--- src/rtl/conv_pkg.sv ---
// conv_pkg: shared types, widths and helpers for the 3x3 convolution engine.
//   TAPS   - window taps per output pixel
//   PIX_W  - pixel width (unsigned)
//   COEF_W - kernel coefficient width (two's complement)
//   ACC_W  - accumulator width (signed; cannot overflow for 9 products)
//   conv_state_t - sequencer states
//   sat_u8 - arithmetic shift followed by saturation to 0..255
package conv_pkg;

  localparam int TAPS   = 9;
  localparam int PIX_W  = 8;
  localparam int COEF_W = 8;
  localparam int ACC_W  = 24;

  typedef enum logic [2:0] {
    IDLE,
    READ,
    ACC,
    WRITE,
    DONE
  } conv_state_t;

  function automatic logic [PIX_W-1:0] sat_u8(input logic signed [ACC_W-1:0] acc,
                                              input int unsigned shift);
    logic signed [ACC_W-1:0] sh;
    sh = acc >>> shift;
    if (sh[ACC_W-1])
      return '0;
    else if (sh > ACC_W'(255))
      return '1;
    else
      return sh[PIX_W-1:0];
  endfunction

endpackage

--- src/rtl/conv_mac.sv ---
// conv_mac: signed multiply-accumulate for one output pixel.
//   clk, rst - clock and synchronous active-high reset
//   clear    - zero the accumulator (wins over acc_en)
//   acc_en   - add pix * coef into the accumulator
//   pix      - unsigned pixel
//   coef     - signed coefficient
//   result   - saturated 8-bit value of the accumulator as it will be
//              after this cycle's update
module conv_mac
  import conv_pkg::*;
#(
  parameter int unsigned SHIFT = 0
) (
  input  logic                     clk,
  input  logic                     rst,
  input  logic                     clear,
  input  logic                     acc_en,
  input  logic [PIX_W-1:0]         pix,
  input  logic signed [COEF_W-1:0] coef,
  output logic [PIX_W-1:0]         result
);

  logic signed [PIX_W+COEF_W:0] prod;
  logic signed [ACC_W-1:0]      acc;
  logic signed [ACC_W-1:0]      acc_d;

  assign prod = $signed({1'b0, pix}) * coef;

  always_comb begin
    acc_d = acc;
    if (clear)
      acc_d = '0;
    else if (acc_en)
      acc_d = acc + {{(ACC_W-PIX_W-COEF_W-1){prod[PIX_W+COEF_W]}}, prod};
  end

  always_ff @(posedge clk) begin
    if (rst)
      acc <= '0;
    else
      acc <= acc_d;
  end

  // Exposing the next value lets the sequencer register the write data at the
  // same edge that folds in the final tap, keeping WRITE one cycle after ACC.
  assign result = sat_u8(acc_d, SHIFT);

endmodule

--- src/rtl/conv_window_sequencer.sv ---
// conv_window_sequencer: walks every valid 3x3 window of a row-major 8-bit
// image in RAM, multiply-accumulates against a latched signed kernel and
// writes the shifted, clamped result to a contiguous destination region.
//   clk, rst    - clock and synchronous active-high reset
//   start       - begin a run (honoured only in IDLE)
//   kernel      - K0..K8 signed bytes, K0 in [7:0]
//   busy, done  - run in progress / one-cycle completion pulse
//   ram_addr    - shared read/write address
//   ram_rd_en   - read strobe; ram_rd_data is valid the following cycle
//   ram_rd_data - returned pixel
//   ram_wr_en   - write strobe, ram_wr_data - result pixel
module conv_window_sequencer
  import conv_pkg::*;
#(
  parameter int unsigned IMG_W    = 16,
  parameter int unsigned IMG_H    = 16,
  parameter int unsigned ADDR_W   = 16,
  parameter int unsigned SRC_BASE = 0,
  parameter int unsigned DST_BASE = 256,
  parameter int unsigned SHIFT    = 0
) (
  input  logic                     clk,
  input  logic                     rst,
  input  logic                     start,
  input  logic [TAPS*COEF_W-1:0]   kernel,
  output logic                     busy,
  output logic                     done,
  output logic [ADDR_W-1:0]        ram_addr,
  output logic                     ram_rd_en,
  input  logic [PIX_W-1:0]         ram_rd_data,
  output logic                     ram_wr_en,
  output logic [PIX_W-1:0]         ram_wr_data
);

  conv_state_t              state;
  logic [TAPS*COEF_W-1:0]   kernel_q;
  logic [3:0]               tap;
  logic [1:0]               kx;
  logic [ADDR_W-1:0]        row_off;
  logic [ADDR_W-1:0]        win_base;
  logic [ADDR_W-1:0]        win_base_nxt;
  logic [ADDR_W-1:0]        dst_ptr;
  logic [15:0]              row;
  logic [15:0]              col;
  logic                     row_end;
  logic                     last_pix;
  // Read data lags its strobe by one cycle, so the tap index is delayed too.
  logic                     pend;
  logic [3:0]               pend_tap;
  logic                     mac_clear;
  logic [PIX_W-1:0]         mac_result;

  assign row_end      = (col == 16'(IMG_W - 3));
  assign last_pix     = row_end && (row == 16'(IMG_H - 3));
  // Stepping past the last column skips the two border columns as well.
  assign win_base_nxt = win_base + (row_end ? ADDR_W'(3) : ADDR_W'(1));
  assign mac_clear    = (state == WRITE) || ((state == IDLE) && start);

  conv_mac #(.SHIFT(SHIFT)) u_mac (
    .clk    (clk),
    .rst    (rst),
    .clear  (mac_clear),
    .acc_en (pend),
    .pix    (ram_rd_data),
    .coef   (kernel_q[8*pend_tap +: 8]),
    .result (mac_result)
  );

  always_ff @(posedge clk) begin
    if (rst) begin
      state       <= IDLE;
      busy        <= 1'b0;
      done        <= 1'b0;
      ram_addr    <= '0;
      ram_rd_en   <= 1'b0;
      ram_wr_en   <= 1'b0;
      ram_wr_data <= '0;
      kernel_q    <= '0;
      tap         <= '0;
      kx          <= '0;
      row_off     <= '0;
      win_base    <= '0;
      dst_ptr     <= '0;
      row         <= '0;
      col         <= '0;
      pend        <= 1'b0;
      pend_tap    <= '0;
    end else begin
      pend     <= (state == READ);
      pend_tap <= tap;
      case (state)
        IDLE: begin
          done <= 1'b0;
          if (start) begin
            kernel_q  <= kernel;
            tap       <= '0;
            kx        <= '0;
            row_off   <= '0;
            row       <= '0;
            col       <= '0;
            win_base  <= ADDR_W'(SRC_BASE);
            dst_ptr   <= ADDR_W'(DST_BASE);
            ram_addr  <= ADDR_W'(SRC_BASE);
            ram_rd_en <= 1'b1;
            busy      <= 1'b1;
            state     <= READ;
          end
        end
        READ: begin
          if (tap == 4'(TAPS - 1)) begin
            ram_rd_en <= 1'b0;
            state     <= ACC;
          end else begin
            tap <= tap + 4'd1;
            if (kx == 2'd2) begin
              kx       <= '0;
              row_off  <= row_off + ADDR_W'(IMG_W);
              ram_addr <= win_base + row_off + ADDR_W'(IMG_W);
            end else begin
              kx       <= kx + 2'd1;
              ram_addr <= win_base + row_off + ADDR_W'(kx) + ADDR_W'(1);
            end
          end
        end
        ACC: begin
          ram_wr_en   <= 1'b1;
          ram_addr    <= dst_ptr;
          ram_wr_data <= mac_result;
          state       <= WRITE;
        end
        WRITE: begin
          ram_wr_en <= 1'b0;
          dst_ptr   <= dst_ptr + ADDR_W'(1);
          win_base  <= win_base_nxt;
          tap       <= '0;
          kx        <= '0;
          row_off   <= '0;
          if (row_end) begin
            col <= '0;
            row <= row + 16'd1;
          end else begin
            col <= col + 16'd1;
          end
          if (last_pix) begin
            done  <= 1'b1;
            state <= DONE;
          end else begin
            ram_rd_en <= 1'b1;
            ram_addr  <= win_base_nxt;
            state     <= READ;
          end
        end
        DONE: begin
          done  <= 1'b0;
          busy  <= 1'b0;
          state <= IDLE;
        end
        default: state <= IDLE;
      endcase
    end
  end

endmodule

--- config.mk ---
export PLATFORM = sky130hd
export DESIGN_NAME = conv_window_sequencer
export DESIGN_NICKNAME = d
export VERILOG_FILES = /design/src/rtl/conv_pkg.sv /design/src/rtl/conv_mac.sv /design/src/rtl/conv_window_sequencer.sv
export SDC_FILE = /design/constraint.sdc
export NUM_CORES = 1
export LEC_CHECK = 0
export CAP_MARGIN = 25
export CORE_AREA = 2 2 189 191
export DETAILED_ROUTE_END_ITERATION = 6
export DIE_AREA = 0 0 191 193
export PLACE_DENSITY = 0.7
export RECOVER_POWER = 100
export SLEW_MARGIN = 20
export SYNTH_ARGS = -nofsm -noshare
export SYNTH_HDL_FRONTEND = slang
export SYNTH_SLANG_ARGS = --single-unit
--- constraint.sdc ---
create_clock -name clk -period 18.35 [get_ports clk]
set_input_delay 5.505 -clock clk [delete_from_list [all_inputs] [get_ports clk]]
set_output_delay 5.505 -clock clk [all_outputs]
set_load 0.01 [all_outputs]
==> metrics.md <==
| Metric | Value |
|---|---|
| Simple-gate share of the synthesized area | `23.2%` |
| Core region area | `35,000 sq um` |
| Fillers | `3,415` |
| Clk sinks | `214` |
| Critical Path Max Stage Delay | `0.77 ns` |
| Area of the multi-input gates | `8820 sq um` |
| Power share of the combinational group | `18.4%` |
| Minimum clock period | `12.79 ns` |
| Most frequent cells in the layout | `274 x nand2_1, 214 x dfxtp_1, 166 x a21oi_1, 164 x nor2_1, 92 x ha_1` |
| Fin crit share | `between 60% and 70%` |
| Die X | `191 um` |
| Internal power | `just under 0.9 mW` |
| Std cell rows | `roughly 70` |
| Worst-path maximum fanout | `10` |
| MaxCap Viol Count | `3` |
| Leading area contributor after synthesis | `dfxtp_1` |
| HPWL after detailed placement | `25.5 mm` |
| Synth Area per Inst | `just over 8 sq um` |
| H-Tree Level Count | `1` |
| Worst Path Buf+Inv | `5` |
| Peak VDD IR | `0.0000646 V` |
| Clock Tree Buf Depth | `3` |
| Leak pwr | `between 6 and 7 nW` |
| Post-synthesis sequential area ratio | `31.2%` |
| Antenna Diode Count | `0` |
| Switching Fraction | `between 20 and 30%` |
| Most common cell after layout, fill and taps aside | `nand2_1` |
| Headroom to the max-slew limit | `-142%` |
| Top cells by area, synth | `dfxtp_1 31%, ha_1 8.4%, nand2_1 7.5%` |
| Peak Freq | `78.2 MHz` |
| # Post-CTS Setup Buffers | `0` |
| Failing checks | `max-capacitance violations, max-slew violations` |
| Share of cells above drive strength 1 | `5.55%` |
| Yosys top cell area share | `between 30% and 40%` |
| Drt wl/cell | `16.0 um` |
| Cell family with most CP delay | `adder cells` |
| Crit path DAT | `13.21 ns` |
| Final Hold Viols | `0` |
| Sequential Power Share | `39.8%` |
| Buffers on Ports | `110` |
| Layout Utilization | `45.8%` |
| RSZ-0062 raised after global routing | `false` |
| Status | `complete, but fails checks` |
| Antenna viol nets, final | `0` |
| Clock latency on the worst-skew pair | `0.53 ns` |
| Flip-flop and latch area | `roughly 4300 sq um` |
| Warnings from Yosys | `0` |
| Post-synth EDFFs | `0` |
| Drt pass-1 iters | `6` |
| Nets | `approximately 2,000` |
| Clock transition at path regs | `0.06 ns` |
| Number of global-route vias before repair | `11,600` |
| Crit end category | `register` |
| Gr usage total | `19.4%` |
| Slew Limit Fails | `191` |
| Die area | `between 30,000 and 40,000 sq um` |
| Yosys reg bits | `214` |
| DRC Markers | `0` |
| Post-synth top flop | `dfxtp_1` |
| Initial antenna violation count | `0` |
| Area grow syn2layout | `16.6%` |
| Hold Path Depth | `2` |
| Post-cts sizing count | `0` |
| Mapped cell area | `around 14,000 sq um` |
| Final Power | `1.23 mW` |
| Largest net degree at the start of global routing | `83` |
| Power share of the clock group | `41.7%` |
| Post-Route Setup TNS | `0 ns` |
| Die Ht | `193 um` |
| Vias | `12,100` |
| Initial DRC Count | `slightly above 800` |
| Slew @ Worst Pin | `approximately 3.6 ns` |
| Distinct cells, synth | `roughly 80` |
| Synth Area in Compound Gates | `16.9%` |
| Vias per cell | `5.39` |
| Worst R2R Path Depth | `28` |
| Power Dens Cells | `~77 nW/um^2` |
| DRT Wirelength | `36.0 mm` |
| Overflow after GRT | `0` |
| Worst Path Required | `18.77 ns` |
| Main combinational cell family by area after synthesis | `simple AND/OR/NAND/NOR gates` |
| Synth Area in Adders | `roughly 14%` |
| Post-CTS Hold Buffers | `0` |
| Class of the worst hold path | `register to register` |
| Cells after synthesis | `between 1,500 and 2,000` |
| Worst path slowest cell | `xnor2_1` |
| Placer congestion estimate | `0.884` |
| Root Buffer | `clkbuf_16` |
| Num CTS Buffers | `26` |
| TritonCTS clock tree | `done` |
| Worst Setup Start Kind | `primary input` |
| Xor and xnor area share after synthesis | `5.80%` |
| Global-route wire length before repair | `58.7 mm` |
| Critical Path Stages | `26` |
| IO Pins | `111` |
| Post-synthesis mux area share | `4.08%` |
| Mapped Nets | `1,910` |
| Async S/R FF share, synth | `0%` |
| Crit Path Category | `primary input to register` |
| Sw Pwr | `0.349 mW` |
| Initial core utilization | `39.3%` |
| Max Clock Skew | `roughly 0.017 ns` |
| # setup viols final | `0` |
[final timing paths]
| kind | slack, ns | startpoint | endpoint |
|---|---|---|---|
| setup / recovery | 5.56 | ram_rd_data[3] | ram_wr_data[2] |
| hold / removal | 0.45 | kernel_q[18] | kernel_q[18] |
| hold reg to reg | 0.45 | kernel_q[18] | kernel_q[18] |
| setup reg to reg | 8.93 | pend_tap[1] | ram_wr_data[2] |
[stage by stage]
step / instance area (sq um) / setup WS (ns) / hold WS (ns) / instances
floorplan: 13700 / 6.26 / 0.433 / 1695
global placement: 15200 / 5.37 / 0.440 / 2197
detailed placement: 15200 / 5.16 / 0.446 / 2198
CTS: 16100 / 5.69 / 0.455 / 2245
global route: 16000 / 5.17 / 0.465 / 2245
finish: 16000 / 5.56 / 0.450 / 2245
[registers in the layout, summed over array words and instances (netlist names), 8 cells and up]
register,cells
row,16
dst_ptr,16
u_mac.acc,24
kernel_q,72
ram_wr_data,8
col,16
ram_addr,16
row_off,12
win_base,16
[synthesized netlist by cell type, drive strengths merged, types with 4 or more instances]
master	count
nor3	34
a21oi	170
nand2b	11
nor4b	4
a221o	8
a31oi	4
mux2i	20
nand4	14
inv	78
ha	92
and3	33
nor3b	4
a22oi	8
o21ai	79
fa	40
o31a	4
nand3	37
mux4	16
a21o	10
nor2b	17
dfxtp	214
o211ai	11
a211oi	10
nor4	8
nor2	165
nand2	275
or3	15
xnor2	45
a221oi	11
buf	21
o21a	16
xor2	46
clkbuf	59
and2	48
o21bai	9
or2	12
[cell type report]
cell class | instances | area share, %
multi-input combinational | 1323 | 55.0
sequential | 214 | 26.7
timing repair buffer | 122 | 7.37
clock buffer | 36 | 4.80
tap | 461 | 3.60
inverter | 78 | 1.83
clock inverter | 11 | 0.601
[routing by layer]
layer  up-vias  global-route usage, %  share of wire (%)  wire length, um
met4         0                   5.43                2.2              784
met5         -                      0                  0                0
li1       5984                      -                  -                -
met3        55                   2.19                5.5             1990
met1      5746                   26.7                 46            16400
met2       325                   32.1                 47            16800
[worst register-to-register path: cells and delay by family (launching register included)]
family / cells / cell delay (ns)
DFF: 1 / 1.01
xor gates and xnor gates: 1 / 0.77
adders and majority gates: 6 / 2.72
muxes: 2 / 0.59
and+or+nand+nor: 7 / 1.47
buffers and inverters: 3 / 0.16
AOI/OAI and AO/OA: 9 / 2.60
[cells by family (layout without fill, tap and decap cells)]
group | after synthesis | in the layout
AOI/OAI and AO/OA | 373 | 373
xor gates and xnor gates | 91 | 91
muxes | 36 | 36
and+or+nand+nor | 690 | 690
buffers and inverters | 158 | 247
adders and majority gates | 133 | 133
DFF | 214 | 214
[power groups by stage]
stage | logic (mW) | clock network [mW] | registers (mW)
after detailed placement | 0.227 | 0 | 0.499
after CTS | 0.229 | 0.521 | 0.489
after global placement | 0.223 | 0 | 0.499
after floorplan | 0.156 | 0 | 0.498
after global routing | 0.254 | 0.544 | 0.491
final | 0.226 | 0.513 | 0.489
Power figures use the tool's default switching activity.
